**config.mk**
```make
export PLATFORM = sky130hd
export DESIGN_NAME = mem_arbiter
export DESIGN_NICKNAME = d
export VERILOG_FILES = /design/src/rtl/mem_arbiter.sv
export SDC_FILE = /design/constraint.sdc
export NUM_CORES = 1
export LEC_CHECK = 0
export ABC_AREA = 1
export CAP_MARGIN = 15
export CORE_MARGIN = 4
export CORE_UTILIZATION = 33
export DETAILED_ROUTE_END_ITERATION = 12
export PLACE_DENSITY = 0.86
export SYNTH_ARGS = -nofsm -noshare
export SYNTH_HDL_FRONTEND = slang
export SYNTH_SLANG_ARGS = --single-unit
```
**constraint.sdc**
```tcl
create_clock -name clk -period 3 [get_ports clk]
set_input_delay 0.45 -clock clk [delete_from_list [all_inputs] [get_ports clk]]
set_output_delay 0.45 -clock clk [all_outputs]
set_load 0.05 [all_outputs]
```
**src/rtl/mem_arbiter.sv**
```systemverilog
// Grants the single main-memory port to the I-cache or D-cache for a whole fill or write.
// Define ARB_RR_EN for a round-robin tie-break; otherwise D wins ties over I.
module mem_arbiter #(
  parameter int ADDR_W      = 16,
  parameter int CNT_W       = 4,
  parameter int BLOCK_WORDS = 8
) (
  input  logic              clk,
  input  logic              rst,
  input  logic              i_req,
  input  logic              i_busy,
  input  logic [ADDR_W-1:0] i_addr,
  input  logic              d_req,
  input  logic              d_busy,
  input  logic              d_wrt,
  input  logic [ADDR_W-1:0] d_addr,
  input  logic [ADDR_W-1:0] d_wdata,
  input  logic              mem_data_valid,
  output logic              mem_en,
  output logic              mem_wr,
  output logic [ADDR_W-1:0] mem_addr,
  output logic [ADDR_W-1:0] mem_wdata,
  output logic              i_data_valid,
  output logic              d_data_valid,
  output logic              i_wait,
  output logic              d_wait
);

  typedef enum logic [1:0] {IDLE = 2'd0, GNT_I = 2'd1, GNT_D = 2'd2} state_t;

  localparam logic [CNT_W-1:0] CNT_MAX = CNT_W'(BLOCK_WORDS);

  state_t           r_state, w_next;
  logic [CNT_W-1:0] r_cnt, w_cnt_next;
  logic             w_req_i, w_req_d, w_issue, w_ret;
`ifdef ARB_RR_EN
  logic             r_last_d;
`endif

  assign w_req_i = i_req | i_busy;
  assign w_req_d = d_req | d_busy | d_wrt;

  // Waits are forced low while rst is held so every output reads 0 in reset.
  assign i_wait  = rst & w_req_i & (r_state != GNT_I);
  assign d_wait  = rst & w_req_d & (r_state != GNT_D);

  // NOTE: every variable written in always_comb gets a default first, so no path infers a latch.
  always_comb begin
    mem_en       = 1'b0;
    mem_wr       = 1'b0;
    mem_addr     = '0;
    mem_wdata    = '0;
    i_data_valid = 1'b0;
    d_data_valid = 1'b0;
    case (r_state)
      GNT_I: begin
        mem_en       = i_req;
        mem_addr     = i_addr;
        i_data_valid = mem_data_valid;
      end
      GNT_D: begin
        mem_en       = d_req | d_wrt;
        mem_wr       = d_wrt;
        mem_addr     = d_addr;
        mem_wdata    = d_wdata;
        d_data_valid = mem_data_valid;
      end
      default: ;
    endcase
  end

  assign w_issue = mem_en & ~mem_wr;
  assign w_ret   = mem_data_valid & (r_state != IDLE);

  always_comb begin
    w_cnt_next = r_cnt;
    if (w_issue && !w_ret && r_cnt != CNT_MAX)
      w_cnt_next = r_cnt + CNT_W'(1);
    else if (w_ret && !w_issue && r_cnt != '0)
      w_cnt_next = r_cnt - CNT_W'(1);
  end

  // A write-through completes in its granted cycle, so only reads keep GNT_D held.
  always_comb begin
    w_next = r_state;
    case (r_state)
      IDLE: begin
        if (w_req_i && w_req_d) begin
`ifdef ARB_RR_EN
          w_next = r_last_d ? GNT_I : GNT_D;
`else
          w_next = GNT_D;
`endif
        end else if (w_req_d) begin
          w_next = GNT_D;
        end else if (w_req_i) begin
          w_next = GNT_I;
        end
      end
      GNT_I: if (!i_busy && !i_req && w_cnt_next == '0) w_next = IDLE;
      GNT_D: if (!d_busy && !d_req && w_cnt_next == '0) w_next = IDLE;
      default: w_next = IDLE;
    endcase
  end

  // NOTE: sequential state uses non-blocking assignments so all registers update together at the edge.
  always_ff @(posedge clk or negedge rst) begin
    if (!rst) begin
      r_state <= IDLE;
      r_cnt   <= '0;
    end else begin
      r_state <= w_next;
      r_cnt   <= w_cnt_next;
    end
  end

`ifdef ARB_RR_EN
  always_ff @(posedge clk or negedge rst) begin
    if (!rst)
      r_last_d <= 1'b0;
    else if (r_state == IDLE && w_next != IDLE)
      r_last_d <= (w_next == GNT_D);
  end
`endif

endmodule

```
Word-level counts from Yosys, hierarchy flattened
Index checks and enable logic that the tools add are counted. W data, S select, Z words.

Flip-flop bits (word level): 6. Output and inout bits: 38.

Equality and inequality tests: 8. Reductions and logical operators: 20. Bitwise operators: 11. Add/subtract/negate cells: 2. Mux-type cells: 14.

Operators by type and width (number): $pmux W16 S2 (1); $mux W16 (1); $mux W2 (5); $logic_and A1 B1 Y1 (9); $mux W4 (2); $ne A4 B4 Y1 const B (2); $and A1 B1 Y1 (6); $logic_not A1 Y1 (6); $ne A2 B2 Y1 const B (3); $pmux W2 S3 (1); $add A4 B1 Y4 const B (1); $logic_not A4 Y1 (1); $or A1 B1 Y1 (4); $reduce_bool A4 Y1 (1); $sub A4 B1 Y4 const B (1); $mux W1 (3); $reduce_and A3 Y1 (1); $eq A2 B1 Y1 const B (1); $eq A2 B2 Y1 const B (1); $logic_not A2 Y1 (1); $ne A2 B1 Y1 const B (1); $pmux W1 S2 (1); $reduce_bool A2 Y1 (1); $not A1 Y1 (1).

Longest topological paths before layout
Gate-level depths: netlist of run 1.

Depth in word-level cells: 13. Mapped depth: 17. Gate-level depth less buffers: 17.

Worst setup path after synthesis of run 1
Ideal clock, no wire load.

Path type: register to output. Start point: register r_state[1]. End point: output port i_wait. Stages on the path, launching flop included: 6. Arrival time: 2102 ps. Slack: 448 ps. Required time: 2550 ps. Path through: dfrtp_1 > inv_1 > ha_1 > clkbuf_1 > buf_1 > nor3_1.

Longest elaborated chain between the ends: 2.

RTL lines: start, declared (line 33) `state_t r_state, w_next;`; start signal, assigned (line 112) `r_state <= w_next;`; $ne A2 B1 Y1 (line 44) `assign i_wait = rst & w_req_i & (r_state != GNT_I);`; $and A1 B1 Y1 (line 44); end, declared (line 25) `output logic i_wait,`.

No other way between the ends.

Final worst setup path of run 1
Start point: input port d_wrt. End point: output port d_wait.

Longest elaborated chain between the ends: 3.

RTL lines: start, declared (line 15) `input logic d_wrt,`; $or A1 B1 Y1 (line 41) `assign w_req_d = d_req | d_busy | d_wrt;`; $and A1 B1 Y1 (2 in series) (line 45) `assign d_wait = rst & w_req_d & (r_state != GNT_D);`; end, declared (line 26) `output logic d_wait`.

No other way between the ends.

==> flow_summary.ini, run 1 <==
[setup_path]
cp.required_ns = 2.55
regToRegSetupSlack_ns = 0.86
crit_fanout = 3
critPathArrivalTime_ns = 2.13
r2r_end = r_state[1]
start_kind = input pin
cp-startpoint = d_wrt
r2r_start = r_state[1]
end_kind = primary output
worstSetupPathType = input pin to primary output
reg2regPathDepth = 15

[layout]
seq_area_um2 = 150
drive_gt1_share_pct = 23.4
nets = 341
multi_input_area_um2 = 712
num-fill-cells = 228
layout-area-overhead-vs-synth_pct = 108
diodes = 0

[grt]
grt_use_total_pct = 21.6
first_global_vias = 1310
grt_util_met3_pct = 5.51
grt_max_degree = 33
grt_pass1_wl_um = 6750
top_usage_layer = met2
grtUsageMet2_pct = 42.2
met1_usage_pct = 22.8
overflow = 0
grt_antenna_before_repair = 0

[floorplan]
ios = 94
start_util_pct = 35.9
die-area_mm2 = 0.00406
die_w_um = 63.7
die_y_um = 63.7
core.rowCount = 19
core_mm2 = 0.00285

[drt]
vias = 1442
wire_per_inst_um = 14.4
avgViaCountPerCell = 4.67
drcViolationCount = 0
detail-route-antenna-nets = 0
first_pass_iters = 4
dr.first_iter.drc_count = 75
postRouteWirelength_um = 4450

[yosys]
syn_inst = 186
ys_seq_area_share_pct = 14.7
synth_xor_xnor_area_share_pct = 1.71
syn_avg_cell_area_um2 = 5.50
synth_top_family_by_area = simple AND/OR/NAND/NOR gates
synth_seq_cells = 6
syn_area_mm2 = 0.00102
synth_cell_types = 21
synth.mux.area_fraction_pct = 0
yosysWarnings = 0
syn_nets = 247
synthAdderAreaFrac_pct = 6.11
synth_compound_area_share_pct = 8.31
synthSimpleGateAreaFrac_pct = 53.4

[power]
power.total_mw = 2.15
power.density_mw_per_mm2 = 1010
power_switching_mw = 1.29
pwr-share-clk_pct = 3.4
seqPwrFrac_pct = 7.5
p_int_mw = 0.854
comb_power_share_pct = 89.2
netSwitchingFraction_pct = 60.2
peakVddDrop_mv = 0.492
leakage_nw = 1.10

[min_path]
holdCritStartpoint = r_state[0]
holdPathEnd = r_state[0]
min_path_type = flop to flop
min_path_cells = 2

[placed_design]
io_buffers = 93
routabilityCongestion = 0.859
dpl.hpwl_um = 3830

[cts]
cts_setup_buffers = 0
numCtsBuffers = 3
cts_tree = built
clk_latency_ns = 0.24
cts_resized = 0
ctsLongestPathBuffers = 2
clkTransAtPathRegs_ns = 0.04
cts-root-buf = clkbuf_4
cts_hold_buf = 0
htreeDepth = 1
clock-sinks = 6

[timing]
max_freq_ghz = 0.387
skew_ns = 0.00248
slew_viol_final = 0
rsz0062_at_grt = no
finalSetupViolCount = 0
final_hold_viol_count = 0
fin_crit_sh_pct = 86.2
worst_slew_pin_slew_ns = 0.525
timing.hold.ws_ns = 0.499
fin_setup_tns_ns = 0
slew_headroom_pct = 64.9
period_needed_ns = 2.58

[run]
maxCapViolCount = 0

[outcome]
status = finished clean
[power by group through the flow]
stage	clock, mW	sequential, mW	combinational [mW]
after floorplan	0	0.151	1.24
after global placement	0	0.161	1.87
after detailed placement	0	0.160	1.92
after CTS	0.0739	0.159	1.92
after global routing	0.0819	0.167	2.05
final	0.0726	0.160	1.91
[worst max-delay path: stages]
cell and delay [ns]:
clkdlybuf4s50_1 0.56, nor3_1 0.09, nor3_1 0.17, clkdlybuf4s50_1 0.86
[per-layer routing]
| layer | vias up | part of all wire [%] |
|---|---|---|
| met5 | - | 0 |
| met4 | 0 | 1.5 |
| met3 | 6 | 6.4 |
| met2 | 54 | 59 |
| met1 | 637 | 34 |
| li1 | 745 | - |
[synthesized netlist by cell type, drive strengths merged]
master / instances / area (um^2)
nand2: 87 / 354
inv: 34 / 128
a21oi: 16 / 80.1
nand3: 15 / 113
nor2: 8 / 52.6
dfrtp: 6 / 150
clkbuf: 5 / 18.8
ha: 5 / 62.6
nor3: 3 / 15.0
buf: 2 / 15.0
xor2: 2 / 17.5
nand4: 1 / 6.26
nor4: 1 / 6.26
o21ai: 1 / 5.00
[logic make-up after synthesis]
| family | Yosys count |
|---|---|
| simple gates | 115 |
| buf+inv | 41 |
| xor+xnor | 2 |
| fa+ha+maj | 5 |
| compound gates | 17 |
| flops | 6 |
[metrics by stage]
stage          instances  area (um^2)  worst slack [ns]  util [%]
2_1_floorplan        186         1020             0.448         -
3_3_place_gp         306         2100             0.483      73.8
3_5_place_dp         306         2100             0.436      73.8
4_1_cts              309         2130             0.430      74.6
5_1_grt              309         2130             0.370      74.6
6_report             309         2130             0.415      74.6
[flip-flops by register name (all words and copies together) (netlist names)]
register	cells
r_cnt	4
r_state	2
[cell usage in the layout, fill, tap and decap left out]
cell and instances:
clkdlybuf4s50_1 57, nor3_1 3, ha_1 5, xor2_1 2
nor4_1 1, nand2_2 8, a21oi_1 16, dfrtp_1 6
nand3_4 1, nand3_1 9, nand3_2 5, inv_2 5
o21ai_1 1, clkbuf_4 3, nand2_4 1, inv_1 29
nor2_4 3, nand2_1 78, nor2_1 5, buf_12 17
buf_4 22, nand4_1 1
[final cells by class]
class	count	area share [%]
clock buffers	3	1.06
inverters	34	6.00
multi-input cells	139	33.5
flip-flops and latches	6	7.06
well taps	31	1.82
repair buffers	96	50.6
[how the worst max path moves through the flow]
| stage | endpoint | slack [ns] | cells past startpoint |
|---|---|---|---|
| 3_3_place_gp | d_wait | 0.48 | 4 |
| 6_report | d_wait | 0.42 | 4 |
| 5_1_grt | d_wait | 0.37 | 4 |
| 3_5_place_dp | d_wait | 0.44 | 4 |
| 2_1_floorplan | i_wait | 0.45 | 5 |
| 4_1_cts | d_wait | 0.43 | 4 |
(Power assumes the default switching activity.)
==> inputs of run 2 (changes only) <==
--- a/config.mk
+++ b/config.mk
@@ -6,11 +6,12 @@
 export NUM_CORES = 1
 export LEC_CHECK = 0
 export ABC_AREA = 1
-export CAP_MARGIN = 15
+export CAP_MARGIN = 20
 export CORE_MARGIN = 4
 export CORE_UTILIZATION = 33
 export DETAILED_ROUTE_END_ITERATION = 12
 export PLACE_DENSITY = 0.86
+export SETUP_SLACK_MARGIN = 0.2
 export SYNTH_ARGS = -nofsm -noshare
 export SYNTH_HDL_FRONTEND = slang
 export SYNTH_SLANG_ARGS = --single-unit
==> results of run 2 <==
The final DEF is identical to that of run 1; final timing and power are the same.
==> inputs of run 3 (changes only) <==
--- a/config.mk
+++ b/config.mk
@@ -7,11 +7,12 @@
 export LEC_CHECK = 0
 export ABC_AREA = 1
 export CAP_MARGIN = 20
-export CORE_MARGIN = 4
+export CORE_MARGIN = 1.5
 export CORE_UTILIZATION = 33
 export DETAILED_ROUTE_END_ITERATION = 12
 export PLACE_DENSITY = 0.86
 export SETUP_SLACK_MARGIN = 0.2
+export SLEW_MARGIN = 20
 export SYNTH_ARGS = -nofsm -noshare
 export SYNTH_HDL_FRONTEND = slang
 export SYNTH_SLANG_ARGS = --single-unit
==> flow_summary.ini, run 3 (synthesis gave the netlist of run 1 again) <==
[drt]
wire_per_inst_um = 11.8
detail-route-antenna-nets = 0
avgViaCountPerCell = 4.78
dr.first_iter.drc_count = 82
drcViolationCount = 0
first_pass_iters = 4
postRouteWirelength_um = 3660
vias = 1483

[cts]
numCtsBuffers = 3
cts-root-buf = clkbuf_4
clock-sinks = 6
clkTransAtPathRegs_ns = 0.05
cts_tree = built
clk_latency_ns = 0.26
ctsLongestPathBuffers = 2
cts_setup_buffers = 0
htreeDepth = 1
cts_resized = 0
cts_hold_buf = 0

[setup_path]
critPathArrivalTime_ns = 2.06
r2r_end = r_state[1]
end_kind = primary output
crit_fanout = 32
reg2regPathDepth = 15
cp.required_ns = 2.55
regToRegSetupSlack_ns = 0.92
start_kind = flop
worstSetupPathType = flop to primary output
r2r_start = r_state[0]

[layout]
max_flop_register = r_cnt
drive_gt1_share_pct = 23.5
diodes = 0
instances_no_fill = 310
largest_reg_flops = 4
final_cell_mix = 78 x nand2_1, 56 x clkdlybuf4s50_1, 29 x inv_1, 21 x buf_4, 18 x buf_12
layout-area-overhead-vs-synth_pct = 108
utilization_pct = 71.0
layout_commonest_cell = nand2_1
nets = 340
top_regs = r_cnt x4, r_state x2

[grt]
overflow = 0
grt_max_degree = 33
grt_pass1_wl_um = 5580
grt_antenna_before_repair = 0
grt_use_total_pct = 21.0
first_global_vias = 1241

[floorplan]
core_mm2 = 0.00300
core.rowCount = 20
start_util_pct = 34.1
die_w_um = 58.7
die-area_mm2 = 0.00344
die_y_um = 58.7
ios = 94

[power]
peakVddDrop_mv = 0.524
comb_power_share_pct = 88.8
pwr-share-clk_pct = 3.6
power.total_mw = 2.14
netSwitchingFraction_pct = 59.7
seqPwrFrac_pct = 7.6
power.density_mw_per_mm2 = 1000
p_int_mw = 0.861
leakage_nw = 1.10
power_switching_mw = 1.28

[placed_design]
routabilityCongestion = 0.840
io_buffers = 93
dp_cells = 307
dpl.hpwl_um = 3010

[outcome]
status = finished clean

[timing]
fin_crit_sh_pct = 83.5
slew_headroom_pct = 65.6
finalSetupViolCount = 0
rsz0062_at_grt = no
fin_setup_tns_ns = 0
period_needed_ns = 2.51
worst_slew_pin_slew_ns = 0.515
slew_viol_final = 0
skew_ns = 0.0110
final_hold_viol_count = 0
max_freq_ghz = 0.399

[min_path]
min_path_type = input pin to asynchronous set/reset pin

[run]
maxCapViolCount = 0
## run 3: worst max-delay path by stage
stage,startpoint,end,cells past startpoint
after global routing,r_state[0],mem_addr[1],6
after detailed placement,mem_data_valid,i_data_valid,4
after CTS,r_state[0],mem_addr[1],6
after global placement,mem_data_valid,i_data_valid,4
final,r_state[0],mem_addr[1],6
after floorplan,r_state[1],i_wait,5
## run 3: worst max-delay path, stage by stage (launching register included)
cell	delay, ns
dfrtp_1	0.40
inv_1	0.10
ha_1	0.34
buf_4	0.37
nand2_1	0.12
a21oi_1	0.28
buf_12	0.18
## run 3: stage by stage
stage / worst slack, ns / cell area (um^2) / hold slack (ns)
global placement: 0.717 / 2110 / 0.487
global route: 0.399 / 2130 / 0.485
finish: 0.495 / 2130 / 0.449
floorplan: 0.448 / 1020 / 0.154
detailed placement: 0.703 / 2110 / 0.513
CTS: 0.468 / 2130 / 0.453
## run 3: layout make-up
class	instances	area, um^2
multi-input combinational	139	712
sequential	6	150
clock buffer	3	22.5
tap	33	41.3
inverter	34	128
timing repair buffer	95	1080
fill	233	871
## run 3: power by group through the flow
stage          logic (mW)  registers (mW)  clock network, mW
2_1_floorplan        1.24           0.151                  0
3_3_place_gp         1.87           0.161                  0
3_5_place_dp         1.90           0.162                  0
4_1_cts              1.91           0.161             0.0796
5_1_grt              2.02           0.170             0.0807
6_report             1.90           0.163             0.0777
## run 3: layer usage
layer	wire, um	GRT usage (%)
met1	1380	24.3
met2	1880	37.9
met3	273	2.64
met4	117	10.7
met5	0	0
